File: src/rtl/mult_div_pkg.sv
// Shared definitions for the EX-stage multiply/divide unit.
// Optional divider support is enabled by defining MULT_DIV_DIV_EN.
package mult_div_pkg;

  localparam int MULT_DIV_WIDTH = 32;

  typedef enum logic [1:0] {
    OP_MULT  = 2'b00,
    OP_MULTU = 2'b01,
    OP_DIV   = 2'b10,
    OP_DIVU  = 2'b11
  } op_e;

  typedef enum logic [1:0] {
    S_IDLE = 2'b00,
    S_RUN  = 2'b01,
    S_FIX  = 2'b10,
    S_DONE = 2'b11
  } state_e;

  function automatic logic op_is_signed(input logic [1:0] op);
    return (op == OP_MULT) || (op == OP_DIV);
  endfunction

  function automatic logic op_is_div(input logic [1:0] op);
    return (op == OP_DIV) || (op == OP_DIVU);
  endfunction

endpackage

File: src/rtl/mult_div_step.sv
// One iteration of the {HI,LO} accumulator: shift-add for multiply, restoring
// shift-subtract for divide (divide path present only with MULT_DIV_DIV_EN).
module mult_div_step
  import mult_div_pkg::*;
#(
  parameter int WIDTH = MULT_DIV_WIDTH
) (
  input  logic [WIDTH-1:0] hi,
  input  logic [WIDTH-1:0] lo,
  input  logic [WIDTH-1:0] b,
  input  logic             div_mode,
  output logic [WIDTH-1:0] hi_n,
  output logic [WIDTH-1:0] lo_n
);

  logic [WIDTH:0] sum;
`ifdef MULT_DIV_DIV_EN
  logic [WIDTH+1:0] diff;
`endif

  always_comb begin
    // Multiply: add multiplicand when the multiplier LSB is set, then shift right.
    sum  = {1'b0, hi} + (lo[0] ? {1'b0, b} : '0);
    hi_n = sum[WIDTH:1];
    lo_n = {sum[0], lo[WIDTH-1:1]};
`ifdef MULT_DIV_DIV_EN
    diff = {1'b0, hi, lo[WIDTH-1]} - {2'b00, b};
    if (div_mode) begin
      if (diff[WIDTH+1]) begin
        hi_n = {hi[WIDTH-2:0], lo[WIDTH-1]};
        lo_n = {lo[WIDTH-2:0], 1'b0};
      end else begin
        hi_n = diff[WIDTH-1:0];
        lo_n = {lo[WIDTH-2:0], 1'b1};
      end
    end
`endif
  end

`ifndef MULT_DIV_DIV_EN
  logic unused_div_mode;
  assign unused_div_mode = div_mode;
`endif

endmodule

File: src/rtl/mult_div.sv
// Iterative multiply/divide unit: WIDTH-cycle RUN, one-cycle sign FIX, DONE.
// Handshake: start is a one-cycle request taken only in IDLE or DONE; done is a one-cycle result-valid pulse; busy covers RUN and FIX. MULT_DIV_DIV_EN enables DIV/DIVU.
module mult_div
  import mult_div_pkg::*;
#(
  parameter int WIDTH = MULT_DIV_WIDTH
) (
  input  logic             clock,
  input  logic             reset_n,
  input  logic             start,
  input  logic [1:0]       op,
  input  logic [WIDTH-1:0] A,
  input  logic [WIDTH-1:0] B,
  output logic             busy,
  output logic             done,
  output logic [WIDTH-1:0] HI,
  output logic [WIDTH-1:0] LO,
  output logic             div_zero,
  output logic [1:0]       dbg_state
);

  localparam int CNT_W = $clog2(WIDTH + 1);

  state_e           state_q, state_d;
  logic [CNT_W-1:0] cnt_q, cnt_d;
  logic [WIDTH-1:0] acc_hi_q, acc_hi_d, acc_lo_q, acc_lo_d, b_q, b_d;
  logic [WIDTH-1:0] hi_q, hi_d, lo_q, lo_d;
  logic             div_q, div_d, neg_res_q, neg_res_d, neg_rem_q, neg_rem_d;
  logic             dz_q, dz_d, busy_q, busy_d, done_q, done_d, div_zero_q, div_zero_d;

  logic             in_signed;
  logic [WIDTH-1:0] mag_a, mag_b, step_hi, step_lo;

  assign in_signed = op_is_signed(op);
  assign mag_a     = (in_signed && A[WIDTH-1]) ? -A : A;
  assign mag_b     = (in_signed && B[WIDTH-1]) ? -B : B;

  mult_div_step #(.WIDTH(WIDTH)) u_step (
    .hi       (acc_hi_q),
    .lo       (acc_lo_q),
    .b        (b_q),
    .div_mode (div_q),
    .hi_n     (step_hi),
    .lo_n     (step_lo)
  );

  always_comb begin
    state_d    = state_q;
    cnt_d      = cnt_q;
    acc_hi_d   = acc_hi_q;
    acc_lo_d   = acc_lo_q;
    b_d        = b_q;
    div_d      = div_q;
    neg_res_d  = neg_res_q;
    neg_rem_d  = neg_rem_q;
    dz_d       = dz_q;
    hi_d       = hi_q;
    lo_d       = lo_q;
    div_zero_d = div_zero_q;
    done_d     = 1'b0;
    case (state_q)
      S_IDLE, S_DONE: begin
        if (state_q == S_DONE) begin
          hi_d       = acc_hi_q;
          lo_d       = acc_lo_q;
          div_zero_d = dz_q;
          done_d     = 1'b1;
          state_d    = S_IDLE;
        end
        if (start) begin
          div_d     = op_is_div(op);
          b_d       = mag_b;
          acc_hi_d  = '0;
          acc_lo_d  = mag_a;
          neg_res_d = in_signed & (A[WIDTH-1] ^ B[WIDTH-1]);
          neg_rem_d = in_signed & A[WIDTH-1];
          dz_d      = 1'b0;
          cnt_d     = CNT_W'(WIDTH);
          state_d   = S_RUN;
          if (op_is_div(op)) begin
`ifdef MULT_DIV_DIV_EN
            if (B == '0) begin
              acc_hi_d = A;
              acc_lo_d = '1;
              dz_d     = 1'b1;
              cnt_d    = '0;
              state_d  = S_DONE;
            end
`else
            acc_hi_d = '0;
            acc_lo_d = '0;
            cnt_d    = '0;
            state_d  = S_DONE;
`endif
          end
        end
      end
      S_RUN: begin
        acc_hi_d = step_hi;
        acc_lo_d = step_lo;
        cnt_d    = cnt_q - 1'b1;
        if (cnt_q == CNT_W'(1)) state_d = S_FIX;
      end
      S_FIX: begin
        // Quotient takes the XOR of signs; remainder follows the dividend.
        if (div_q) begin
          if (neg_res_q) acc_lo_d = -acc_lo_q;
          if (neg_rem_q) acc_hi_d = -acc_hi_q;
        end else if (neg_res_q) begin
          {acc_hi_d, acc_lo_d} = -{acc_hi_q, acc_lo_q};
        end
        state_d = S_DONE;
      end
      default: state_d = S_IDLE;
    endcase
    busy_d = (state_d == S_RUN) || (state_d == S_FIX);
  end

  always_ff @(posedge clock) begin
    if (!reset_n) begin
      state_q    <= S_IDLE;
      cnt_q      <= '0;
      acc_hi_q   <= '0;
      acc_lo_q   <= '0;
      b_q        <= '0;
      div_q      <= 1'b0;
      neg_res_q  <= 1'b0;
      neg_rem_q  <= 1'b0;
      dz_q       <= 1'b0;
      hi_q       <= '0;
      lo_q       <= '0;
      div_zero_q <= 1'b0;
      busy_q     <= 1'b0;
      done_q     <= 1'b0;
    end else begin
      state_q    <= state_d;
      cnt_q      <= cnt_d;
      acc_hi_q   <= acc_hi_d;
      acc_lo_q   <= acc_lo_d;
      b_q        <= b_d;
      div_q      <= div_d;
      neg_res_q  <= neg_res_d;
      neg_rem_q  <= neg_rem_d;
      dz_q       <= dz_d;
      hi_q       <= hi_d;
      lo_q       <= lo_d;
      div_zero_q <= div_zero_d;
      busy_q     <= busy_d;
      done_q     <= done_d;
    end
  end

  assign busy      = busy_q;
  assign done      = done_q;
  assign HI        = hi_q;
  assign LO        = lo_q;
  assign div_zero  = div_zero_q;
  assign dbg_state = state_q;

endmodule

File: config.mk
export PLATFORM = sky130hd
export DESIGN_NAME = mult_div
export DESIGN_NICKNAME = d
export VERILOG_FILES = /design/src/rtl/mult_div_pkg.sv /design/src/rtl/mult_div_step.sv /design/src/rtl/mult_div.sv
export SDC_FILE = /design/constraint.sdc
export NUM_CORES = 1
export LEC_CHECK = 0
export CORE_MARGIN = 2
export CORE_UTILIZATION = 30
export DETAILED_ROUTE_END_ITERATION = 10
export PLACE_DENSITY_LB_ADDON = 0.15
export SLEW_MARGIN = 5
export SYNTH_ARGS = -nofsm -noshare
export SYNTH_HDL_FRONTEND = slang
export SYNTH_SLANG_ARGS = --single-unit
File: constraint.sdc
create_clock -name clock -period 3.9 [get_ports clock]
set_clock_uncertainty 0.05 [all_clocks]
set_input_delay 0.975 -clock clock [delete_from_list [all_inputs] [get_ports clock]]
set_output_delay 0.975 -clock clock [all_outputs]
set_load 0.02 [all_outputs]
# --- After elaboration in Yosys (flattened, before gate mapping) ---
# Cells that the tools add are included.
classes:
  n_addsub: 7
  shifts: 0
  mul: 0
  div: 0
  eq_ne: 12
  bitwise_logic: 3
  n_mux: 23
  magnitude_cmp: 0
  reduce_logical: 15
ops:
  columns: ["cell", "count"]
  rows:
  - ["$mux 32", 12]
  - ["$pmux 32 s3", 2]
  - ["$neg 32->32", 4]
  - ["$neg 64->64", 1]
  - ["$add 32x33->33", 1]
  - ["$mux 6", 2]
  - ["$pmux 6 s2", 1]
  - ["$eq 2x2->1 const B", 5]
  - ["$reduce_and 2->1", 5]
  - ["$mux 2", 4]
  - ["$eq 6x1->1 const B", 1]
  - ["$ne 3x3->1 const B", 2]
  - ["$pmux 2 s3", 1]
  - ["$sub 6x1->6 const B", 1]
  - ["$eq 2x1->1 const B", 2]
  - ["$logic_not 2->1", 2]
  - ["$ne 2x2->1 const B", 2]
  - ["$logic_or 1x1->1", 3]
  - ["$reduce_and 3->1", 1]
  - ["$and 1x1->1", 2]
  - ["$logic_and 1x1->1", 2]
  - ["$reduce_bool 2->1", 1]
  - ["$reduce_or 2->1", 1]
  - ["$mux 1", 1]
  - ["$xor 1x1->1", 1]
totals:
  word_cells: 72
  ramBits: 0
  memories: 0
  output_inout_bits: 69
  latchBits: 0
  inputBits: 69
  ff_bits: 173
  mem_bits_ro: 0

# --- Logic depth before layout (Yosys ltp) ---
# Gate-level depths: netlist (run 1).
depth:
  depth_word: 7
  depth_mapped: 13
  mapped_depth_nobuf: 11

# --- Cells and area by module ---
# From an unflattened synthesis (run 1), not the netlist that was laid out.
unflattened:
  cells_unflattened: 1509
  hier_area_um2: 11926.4
modules_own_cells:
  columns: ["module", "n_inst", "cells_each", "area_per_inst_um2"]
  rows:
  - ["mult_div", 1, 1158, 9499.1]
  - ["mult_div_step", 1, 351, 2427.3]

# --- Worst setup path before layout (run 1) ---
# No wires, ideal clock.
synth_timing:
  path_type: "in2reg"
  startpoint: "input A[8]"
  endpoint: "register acc_lo_q[25]"
  n_path_buf: 1
  required_time_ns: 3.717
  arrival_ns: 3.379
  slack_ns: 0.338
  cell_stages: 8
  path_cell_list: "or4_1 -> or4_1 -> clkbuf_1 -> nor4_1 -> a21oi_1 -> xor2_1 -> a222oi_1 -> a21oi_1"
synth_via:
  elab_chain_len: 5
synth_lines:
  columns: ["item", "line", "rtl"]
  rows:
  - ["start, declared", "mult_div.sv:12", "input logic [WIDTH-1:0] A,"]
  - ["$neg 32->32", "mult_div.sv:35", "assign mag_a = (in_signed && A[WIDTH-1]) ? -A : A;"]
  - ["$mux 32", "mult_div.sv:35", null]
  - ["$mux 32", "mult_div.sv:80", "if (op_is_div(op)) begin"]
  - ["$mux 32", "mult_div.sv:70", "if (start) begin"]
  - ["$pmux 32 s3", "mult_div.sv:61", "case (state_q)"]
  - ["end signal, assigned", "mult_div.sv:139", "acc_lo_q <= acc_lo_d;"]
  - ["end, declared", "mult_div.sv:26", "logic [WIDTH-1:0] acc_hi_q, acc_hi_d, acc_lo_q, acc_lo_d, b_q, b_d;"]
# No other way between the ends. The select of a mux whose other input is x is not followed.
# A chain may end at the register's enable or synchronous reset.

# --- Final worst setup path (run 1) ---
layout_timing:
  startpoint: "register acc_lo_q[1]"
  endpoint: "register acc_hi_q[8]"
layout_via:
  elab_chain_len: 4
layout_lines:
  columns: ["item", "line", "rtl"]
  rows:
  - ["$neg 64->64", "mult_div.sv:110", "{acc_hi_d, acc_lo_d} = -{acc_hi_q, acc_lo_q};"]
  - ["$mux 32", "mult_div.sv:109", "end else if (neg_res_q) begin"]
  - ["$mux 32", "mult_div.sv:106", "if (div_q) begin"]
  - ["$pmux 32 s3", "mult_div.sv:61", null]
  - ["end signal, assigned", "mult_div.sv:138", "acc_hi_q <= acc_hi_d;"]
  - ["end, declared", "mult_div.sv:26", null]
# No other way between the ends. The select of a mux whose other input is x is not followed.

==> impl_metrics.py, run 1 <==
metrics = {
    "final_layout": {
        "layout.nets": 1684,
        "diodes": 0,
        "design_area_um2": 14000,
        "fin_util_pct": 37.4,
        "stdcell_count": 2097,
        "fillers": 3920,
        "syn2layout_area_growth_pct": 23.6,
        "drive_above_1_share_pct": 6.68,
    },
    "detailed_routing": {
        "via_per_inst": 5.24,
        "finalWirelength_um": 37500,
        "vias": 11000,
        "dr.pass1.iters": 9,
        "drt_iter0_drc": 931,
        "remaining_drc_errors": 0,
        "wl_per_cell_um": 17.9,
        "ant_nets": 0,
    },
    "sta": {
        "setup_viol_count_final": 0,
        "rsz0062_at_grt": "false",
        "timing.fmax_ghz": 0.283,
        "worstMarginPinSlew_ns": 0.922,
        "fin_crit_sh_pct": 90.7,
        "setup_ws_ns": 0.362,
        "maxSlewHeadroom_pct": 38.0,
        "fin_crit_ns": 3.54,
        "hold_violations": 0,
        "drv_slew": 0,
        "whs_ns": 0.408,
    },
    "placement": {
        "place_ws_ns": -0.0315,
        "place_inst": 2065,
        "place.gp.congestion": 0.855,
        "dpl_cell_area_um2": 13400,
        "portBuffers": 136,
        "hpwl_um": 28300,
    },
    "clocking": {
        "cts_max_path_buffers": 2,
        "post_cts_resized": 0,
        "cts_tree": "yes",
        "insertion_delay_ns": 0.45,
        "clk_pin_slew_ns": 0.08,
        "root_buffer": "clkbuf_16",
        "cts.sinks": 173,
        "cts_hold_buf": 0,
        "h-tree-depth": 4,
        "post_cts_buffers": 0,
        "cts_buffers": 17,
    },
    "pwr": {
        "cellLeakagePower_nw": 5.26,
        "switching_share_pct": 42.6,
        "seqPwrFrac_pct": 32.4,
        "pwr-share-comb_pct": 44.1,
        "p_clk_share_pct": 23.4,
        "cellPowerDensity_nw_per_um2": 567,
        "power.internal_mw": 4.56,
        "power_switching_mw": 3.39,
        "ir_drop_mv": 0.336,
    },
    "global_route": {
        "grt_util_all_layers_pct": 19.2,
        "first_global_vias": 10300,
        "grt_pass1_wl_um": 59400,
        "antenna_found_initial": 0,
        "grt_max_degree": 85,
        "overflow": 0,
    },
    "yosys": {
        "synth-seq-cells": 173,
        "async_flop_share_pct": 0,
        "syn_inst": 1463,
        "synth.avg_cell_area_um2": 7.76,
        "synth.net_count": 1574,
        "synth_ff_type": "dfxtp_1",
        "yosysWarningCount": 0,
        "syn_area_um2": 11300,
        "synth_seq_area_share_pct": 30.5,
        "synth_edf_count": 0,
        "yosys.cell_types.count": 71,
    },
    "outcome": {
        "status": "complete, no violations",
    },
    "worst_setup_path": {
        "worstPathArrival_ns": 3.83,
        "timing.rr.start": "acc_lo_q[1]$_SDFFE_PN0P_",
        "path_class": "reg2reg",
        "cp_data_required_time_ns": 4.19,
        "startpoint_type": "flip-flop",
        "worstPathMaxFanout": 11,
        "crit_path_start": "acc_lo_q[1]$_SDFFE_PN0P_",
        "endpoint_kind": "flip-flop",
    },
    "run": {
        "cap_viol_max_count": 0,
    },
    "die": {
        "die-area_um2": 39400,
        "core-area_um2": 37500,
        "io_pins": 138,
        "dieWidth_um": 199,
        "die-height_um": 199,
        "start_util_pct": 30.3,
        "rows": 71,
    },
    "worst_hold_path": {
        "hold_start": "b_q[31]$_SDFFE_PN0P_",
        "hp-class": "reg2reg",
    },
}
==> worst max-delay path, stage by stage, from the launching register on <==
cell and delay [ns]:
dfxtp_1 0.38, inv_1 0.08, ha_1 0.20, or4b_1 0.51
or3_1 0.39, or4_1 0.54, o21bai_1 0.35, buf_4 0.26
nand3_1 0.18, nor3_1 0.24, xor2_1 0.16, o21ai_0 0.08
==> cell families (layout without fill, tap and decap cells) <==
group	after synthesis	in the layout	share of synthesized area, %
XOR/XNOR	108	108	8.33
AO/OA/AOI/OAI	405	405	23.0
AND/OR/NAND/NOR	539	539	23.0
multiplexers	67	67	5.91
buffers and inverters	128	251	4.50
adder cells (fa/ha/maj)	42	42	4.70
other	1	1	0.0330
flip-flops	173	173	30.5
==> power groups by stage <==
stage,Clock [mW],Sequential [mW],Combinational [mW]
after CTS,1.91,2.57,3.50
after global routing,1.97,2.64,3.91
final,1.86,2.58,3.51
after floorplan,0,2.44,2.49
after global placement,0,2.61,3.46
after detailed placement,0,2.61,3.48
==> state kept, by name, summed over array words and instances (netlist names), 2 cells and up <==
signal	flops
b_q	32
cnt_q	6
LO	32
HI	32
acc_hi_q	32
acc_lo_q	32
dbg_state	2
==> cells in the mapped netlist, types with 3 or more instances <==
cell | n | area, µm²
nand4b_1 | 3 | 26.3
buf_6 | 3 | 33.8
o21ai_0 | 92 | 460
o41ai_1 | 5 | 43.8
nand3_1 | 32 | 160
a221oi_1 | 17 | 149
a21oi_1 | 117 | 586
o211ai_1 | 6 | 45.0
o31ai_1 | 19 | 143
a222oi_1 | 10 | 100
buf_1 | 15 | 56.3
a32oi_1 | 7 | 61.3
xor2_1 | 46 | 403
nand4_1 | 13 | 81.3
or3_1 | 17 | 106
nor3_1 | 50 | 250
ha_1 | 41 | 513
xnor2_1 | 62 | 543
nor2b_1 | 10 | 62.6
nand2_1 | 107 | 402
and3_1 | 12 | 75.1
nand2b_1 | 12 | 75.1
a31oi_1 | 15 | 93.8
o21a_1 | 7 | 52.6
dfxtp_1 | 173 | 3460
inv_1 | 32 | 120
a211oi_1 | 30 | 225
or4_4 | 4 | 45.0
nor4_1 | 18 | 113
clkbuf_1 | 74 | 278
or4_1 | 13 | 97.6
nor2_1 | 186 | 698
a311oi_1 | 9 | 78.8
nor3b_1 | 3 | 22.5
mux2i_1 | 67 | 671
a22oi_1 | 14 | 105
o22ai_1 | 6 | 37.5
or2_2 | 7 | 43.8
and2_1 | 40 | 250
o21bai_1 | 8 | 60.1
a21o_1 | 20 | 150
==> per-layer routing <==
layer / global-route usage, % / wire, µm
met5: 0 / 0
met4: 4.86 / 512
met3: 3.39 / 1880
met2: 27.8 / 15400
met1: 29.1 / 19700
==> worst paths after layout <==
| check | endpoint | slack, ns | cells after the start |
|---|---|---|---|
| setup / recovery | acc_hi_q[8]$_SDFFE_PN0P_ | 0.36 | 11 |
| hold / removal | b_q[31]$_SDFFE_PN0P_ | 0.41 | 2 |
| setup reg to reg | acc_hi_q[8]$_SDFFE_PN0P_ | 0.36 | 11 |
| hold reg to reg | b_q[31]$_SDFFE_PN0P_ | 0.41 | 2 |
==> layout by cell type, fill, tap and decap left out, types with 17 or more instances in the layout <==
master           instances
buf_4                   48
mux2i_1                 67
o31ai_1                 19
and2_1                  39
a21oi_1                117
clkdlybuf4s50_1        136
xor2_1                  46
ha_1                    40
nand2_1                107
nor4_1                  18
dfxtp_1                173
xnor2_1                 62
o21ai_0                 92
or3_1                   17
a21o_1                  20
nor3_1                  50
inv_1                   31
nand3_1                 32
a211oi_1                30
nor2_1                 186
a221oi_1                17
clkbuf_16               17
==> area by class of cell <==
class / count / area (µm²) / area share, %
Sequential cell: 173 / 3460 / 24.7
Clock inverter: 13 / 180 / 1.28
Timing Repair Buffer: 187 / 1780 / 12.7
Tap cell: 511 / 639 / 4.56
Clock buffer: 19 / 453 / 3.23
Multi-Input combinational cell: 1162 / 7390 / 52.7
Inverter: 32 / 123 / 0.874
==> through the flow <==
step | power (mW) | TNS, ns
global placement | 6.06 | -0.0224
floorplan | 4.93 | 0
detailed placement | 6.09 | -0.0546
global route | 8.53 | 0
CTS | 7.98 | 0
finish | 7.95 | 0
(Power assumes the default switching activity.)
==> run 2: changes to the inputs <==
--- a/config.mk
+++ b/config.mk
@@ -7,6 +7,7 @@
 export LEC_CHECK = 0
 export CORE_MARGIN = 2
 export CORE_UTILIZATION = 30
+export CTS_BUF_LIST = sky130_fd_sc_hd__clkbuf_4 sky130_fd_sc_hd__clkbuf_8
 export DETAILED_ROUTE_END_ITERATION = 10
 export PLACE_DENSITY_LB_ADDON = 0.15
 export SLEW_MARGIN = 5
==> constraint.sdc (replaced) <==
create_clock -name clock -period 3.3 [get_ports clock]
set_clock_uncertainty 0.05 [all_clocks]
set_input_delay 0.825 -clock clock [delete_from_list [all_inputs] [get_ports clock]]
set_output_delay 0.825 -clock clock [all_outputs]
set_load 0.02 [all_outputs]
==> impl_metrics.py, run 2 (synthesized netlist as in run 1, its figures left out) <==
metrics = {
    "final_layout": {
        "mostFrequentLayoutCells": "nor2_1 (186), dfxtp_1 (172), clkdlybuf4s50_1 (136), a21oi_1 (117), buf_4 (114)",
        "final_common_cell": "nor2_1",
        "diodes": 0,
        "syn2layout_area_growth_pct": 27.6,
        "layout.nets": 1754,
        "drive_above_1_share_pct": 11.4,
        "fin_util_pct": 38.6,
    },
    "detailed_routing": {
        "drt_iter0_drc": 898,
        "ant_nets": 0,
        "via_per_inst": 5.24,
        "remaining_drc_errors": 0,
        "vias": 11300,
        "finalWirelength_um": 38100,
        "dr.pass1.iters": 5,
        "wl_per_cell_um": 17.6,
    },
    "clocking": {
        "clk_pin_slew_ns": 0.11,
        "cts.sinks": 173,
        "cts_tree": "yes",
        "root_buffer": "clkbuf_8",
        "cts_max_path_buffers": 2,
        "insertion_delay_ns": 0.51,
        "cts_buffers": 17,
        "h-tree-depth": 4,
        "cts_hold_buf": 0,
    },
    "worst_setup_path": {
        "path_cells": "or4_4 -> or4_1 -> or4_4 -> o21bai_4 -> nand2_4 -> or4_4 -> a32oi_1 -> o2bb2ai_1",
        "cp_data_required_time_ns": 3.66,
        "worstPathArrival_ns": 3.52,
        "crit_path_frequent_cell": "or4_4",
        "path_class": "reg2reg",
        "critPathMaxStageDelay_ns": 0.65,
        "worstPathMaxFanout": 6,
        "slowest_stage": "or4_4",
        "reg2reg_depth": 8,
        "endpoint_kind": "flip-flop",
        "startpoint_type": "flip-flop",
    },
    "sta": {
        "maxSlewHeadroom_pct": 52.9,
        "hold_violations": 0,
        "fin_crit_ns": 3.16,
        "rsz0062_at_grt": "false",
        "timing.fmax_ghz": 0.316,
        "worstMarginPinSlew_ns": 0.707,
        "drv_slew": 0,
        "fin_crit_sh_pct": 95.8,
        "setup_viol_count_final": 0,
    },
    "die": {
        "io_pins": 138,
        "rows": 71,
        "die-height_um": 199,
        "core-area_um2": 37500,
        "dieWidth_um": 199,
        "start_util_pct": 30.3,
        "die-area_um2": 39400,
    },
    "pwr": {
        "power.internal_mw": 5.29,
        "seqPwrFrac_pct": 31.8,
        "ir_drop_mv": 0.313,
        "pwr-share-comb_pct": 49.2,
        "p_clk_share_pct": 19.1,
        "power_switching_mw": 4.00,
        "cellPowerDensity_nw_per_um2": 641,
        "switching_share_pct": 43.1,
        "cellLeakagePower_nw": 5.54,
        "total_power_mw": 9.29,
    },
    "placement": {
        "place.gp.congestion": 0.870,
        "portBuffers": 136,
        "hpwl_um": 29200,
    },
    "run": {
        "cap_viol_max_count": 0,
    },
    "global_route": {
        "overflow": 0,
        "grt_pass1_wl_um": 59800,
        "first_global_vias": 10700,
        "antenna_found_initial": 0,
        "grt_util_all_layers_pct": 19.4,
        "grt_max_degree": 65,
    },
    "worst_hold_path": {
        "hold_path_depth": 2,
        "hp-class": "reg2reg",
    },
    "outcome": {
        "status": "complete, no violations",
    },
}
==> run 2: changes by cell type in the layout (fill, tap and decap cells not counted), moves of 3 or more <==
cell       before  now
or4_4           4    7
clkbuf_16      17    0
clkbuf_8        2   18
nor4_2          0    3
nor4_1         18   15
clkinv_4        4    1
or4_1          13   10
buf_4          48  114
==> run 2: routing by layer <==
| metal | vias up | part of all wire, % | GRT usage [%] |
|---|---|---|---|
| li1 | 5670 | - | - |
| met1 | 5363 | 52 | 28.7 |
| met2 | 285 | 42 | 29.0 |
| met3 | 27 | 4.5 | 3.22 |
| met4 | 0 | 1.3 | 4.75 |
| met5 | - | 0 | 0 |
==> run 2: what timing repair did <==
| item | CTS | global route |
|---|---|---|
| setup buffers | 0 | 1 |
| endpoints found under the setup margin | 0 | 20 |
| gates resized for setup | 0 | 16 |
==> run 2: power groups by stage <==
stage	clock, mW	sequential, mW	combinational, mW
2_1_floorplan	0	2.88	2.94
3_3_place_gp	0	2.98	4.46
3_5_place_dp	0	2.99	4.48
4_1_cts	1.82	2.94	4.49
5_1_grt	1.90	3.02	5.04
6_report	1.77	2.95	4.57
==> run 2: worst paths after layout <==
| kind | from | end | slack [ns] |
|---|---|---|---|
| max reg2reg | acc_lo_q[0]$_SDFFE_PN0P_ | acc_hi_q[9]$_SDFFE_PN0P_ | 0.14 |
| min reg2reg | b_q[31]$_SDFFE_PN0P_ | b_q[31]$_SDFFE_PN0P_ | 0.40 |
| max | acc_lo_q[0]$_SDFFE_PN0P_ | acc_hi_q[9]$_SDFFE_PN0P_ | 0.14 |
| min | b_q[31]$_SDFFE_PN0P_ | b_q[31]$_SDFFE_PN0P_ | 0.40 |
==> run 2: critical path: cells and delay by family, from the launching register on <==
family / cells / cell delay (ns)
AOI/OAI and AO/OA: 3 / 0.50
DFF: 1 / 0.36
and+or+nand+nor: 5 / 2.16
==> run 2: final cells by class <==
class | instances | area, µm²
Fill cell | 4005 | 23000
Multi-Input combinational cell | 1162 | 7460
Sequential cell | 173 | 3460
Timing Repair Buffer | 257 | 2340
Tap cell | 511 | 639
Clock buffer | 19 | 255
Clock inverter | 13 | 200
Inverter | 32 | 123
==> run 2: per-stage QoR <==
step	hold slack (ns)	std cells	setup WS [ns]	cell area [µm²]	setup TNS (ns)
finish	0.404	2167	0.138	14500	0
global route	0.428	2167	0.000885	14500	0
CTS	0.408	2165	0.00593	14400	0
detailed placement	0.394	2133	-0.424	13900	-4.49
global placement	0.385	2133	-0.394	13900	-3.77
floorplan	0.377	1463	0.00463	11400	0
==> run 3: changes to the inputs <==
--- a/config.mk
+++ b/config.mk
@@ -5,7 +5,7 @@
 export SDC_FILE = /design/constraint.sdc
 export NUM_CORES = 1
 export LEC_CHECK = 0
-export CORE_MARGIN = 2
+export CORE_MARGIN = 4
 export CORE_UTILIZATION = 30
 export CTS_BUF_LIST = sky130_fd_sc_hd__clkbuf_4 sky130_fd_sc_hd__clkbuf_8
 export DETAILED_ROUTE_END_ITERATION = 10
==> impl_metrics.py, run 3 (synthesized netlist as in run 1, its figures left out) <==
metrics = {
    "outcome": {
        "status": "complete, no violations",
    },
    "worst_setup_path": {
        "worstPathArrival_ns": 3.54,
        "timing.rr.start": "acc_lo_q[7]$_SDFFE_PN0P_",
        "reg2reg_depth": 9,
        "reg2reg_slack_ns": 0.11,
        "path_class": "reg2reg",
        "r2r_end": "acc_hi_q[9]$_SDFFE_PN0P_",
        "endpoint_kind": "flip-flop",
        "startpoint_type": "flip-flop",
        "worstPathMaxFanout": 4,
        "cp_data_required_time_ns": 3.66,
    },
    "clocking": {
        "cts_tree": "yes",
        "h-tree-depth": 4,
        "insertion_delay_ns": 0.50,
        "cts.sinks": 173,
        "clk_pin_slew_ns": 0.12,
        "cts_max_path_buffers": 2,
        "cts_buffers": 17,
        "root_buffer": "clkbuf_8",
        "cts_hold_buf": 0,
    },
    "placement": {
        "place_inst": 2134,
        "place.gp.congestion": 0.883,
        "place_ws_ns": -0.541,
        "portBuffers": 136,
        "hpwl_um": 29500,
    },
    "final_layout": {
        "stdcell_count": 2170,
        "layout.nets": 1764,
        "final_common_cell": "nor2_1",
        "fin_util_pct": 39.2,
        "fillers": 3886,
        "mostFrequentLayoutCells": "nor2_1 (186), dfxtp_1 (171), clkdlybuf4s50_1 (136), buf_4 (124), a21oi_1 (117)",
        "multi_input_area_um2": 7480,
        "area.sequential_um2": 3470,
        "drive_above_1_share_pct": 12.3,
        "syn2layout_area_growth_pct": 27.8,
        "diodes": 0,
    },
    "sta": {
        "setup_viol_count_final": 0,
        "fin_crit_ns": 3.19,
        "worstMarginPinSlew_ns": 0.783,
        "fin_crit_sh_pct": 96.5,
        "setup_ws_ns": 0.115,
        "maxSlewHeadroom_pct": 47.8,
        "timing.fmax_ghz": 0.314,
        "final.setup.tns_ns": 0,
        "hold_violations": 0,
        "drv_slew": 0,
    },
    "die": {
        "start_util_pct": 30.7,
        "rows": 70,
        "dieWidth_um": 203,
        "die-height_um": 203,
        "core-area_um2": 37000,
        "die-area_um2": 41000,
        "io_pins": 138,
    },
    "detailed_routing": {
        "drt_iter0_drc": 781,
        "remaining_drc_errors": 0,
        "ant_nets": 0,
        "wl_per_cell_um": 17.7,
        "dr.pass1.iters": 6,
        "finalWirelength_um": 38400,
        "via_per_inst": 5.22,
        "vias": 11300,
    },
    "worst_hold_path": {
        "min_to": "b_q[17]$_SDFFE_PN0P_",
        "hp-class": "reg2reg",
        "hold_path_depth": 2,
        "hold_start": "b_q[17]$_SDFFE_PN0P_",
    },
    "pwr": {
        "cellPowerDensity_nw_per_um2": 630,
        "ir_drop_mv": 0.309,
        "cellLeakagePower_nw": 5.58,
    },
    "global_route": {
        "first_global_vias": 10600,
        "antenna_found_initial": 0,
        "grt_pass1_wl_um": 60400,
        "grt_util_all_layers_pct": 18.2,
        "grt_max_degree": 91,
        "overflow": 0,
    },
    "run": {
        "cap_viol_max_count": 0,
    },
}
[run 3: changes by cell type in the layout (fill, tap and decap cells not counted), moves of 2 or more]
| cell | before | now |
|---|---|---|
| inv_6 | 3 | 5 |
| buf_4 | 114 | 124 |
| bufinv_16 | 4 | 1 |
| clkinv_4 | 1 | 5 |
| clkinvlp_4 | 3 | 1 |
[run 3: worst max-delay path by stage]
stage / start / endpoint / slack (ns) / depth (start not counted)
after floorplan: A[8] / acc_lo_q[30]$_SDFFE_PN0P_ / 0.005 / 8
after global placement: A[17] / acc_lo_q[30]$_SDFFE_PN0P_ / -0.59 / 10
after detailed placement: A[17] / acc_lo_q[30]$_SDFFE_PN0P_ / -0.54 / 10
after CTS: acc_lo_q[11]$_SDFFE_PN0P_ / acc_hi_q[9]$_SDFFE_PN0P_ / 0.02 / 8
after global routing: acc_lo_q[0]$_SDFFE_PN0P_ / acc_hi_q[22]$_SDFFE_PN0P_ / -0.002 / 11
final: acc_lo_q[7]$_SDFFE_PN0P_ / acc_hi_q[9]$_SDFFE_PN0P_ / 0.11 / 9
[run 3: where the power goes]
part | internal (mW) | total, mW | switching, mW
clock | 0.623 | 1.54 | 0.913
combinational | 1.98 | 4.65 | 2.68
sequential | 2.50 | 2.95 | 0.448
total | 5.10 | 9.14 | 4.04
[run 3: repair_timing]
action	in CTS	in global routing
hold endpoints to repair	0	0
gates resized for setup	3	22
endpoints found under the setup margin	3	28
setup buffers	0	4
pin swaps	0	6
[run 3: through the flow]
| step | power (mW) | hold slack (ns) | area (µm²) |
|---|---|---|---|
| after detailed placement | 7.53 | 0.393 | 14000 |
| final | 9.14 | 0.403 | 14500 |
| after floorplan | 5.82 | 0.377 | 11400 |
| after global placement | 7.50 | 0.386 | 14000 |
| after CTS | 9.10 | 0.405 | 14400 |
| after global routing | 9.84 | 0.440 | 14500 |
[run 3: layout make-up]
type,count,share of cell area (%)
clock buffer,17,1.61
clock inverter,15,1.09
timing repair buffer,267,16.6
sequential,173,23.9
multi-input combinational,1162,51.6
tap,504,4.35
inverter,32,0.845
[run 3: critical path, cell delays in order (launching register included)]
cell and delay, ns:
dfxtp_1 0.33, or4_4 0.54, buf_4 0.16, or4_1 0.40, or4_4 0.61, o21bai_4 0.20, nand2_4 0.09, or4_4 0.43
a32oi_2 0.19, o2bb2ai_1 0.08
[run 3: layer usage]
layer | GRT usage [%] | share of wire [%]
met5 | 0 | 0
met1 | 28.1 | 52
met2 | 26.7 | 42
met4 | 2.98 | 0.83
met3 | 3.56 | 5.7
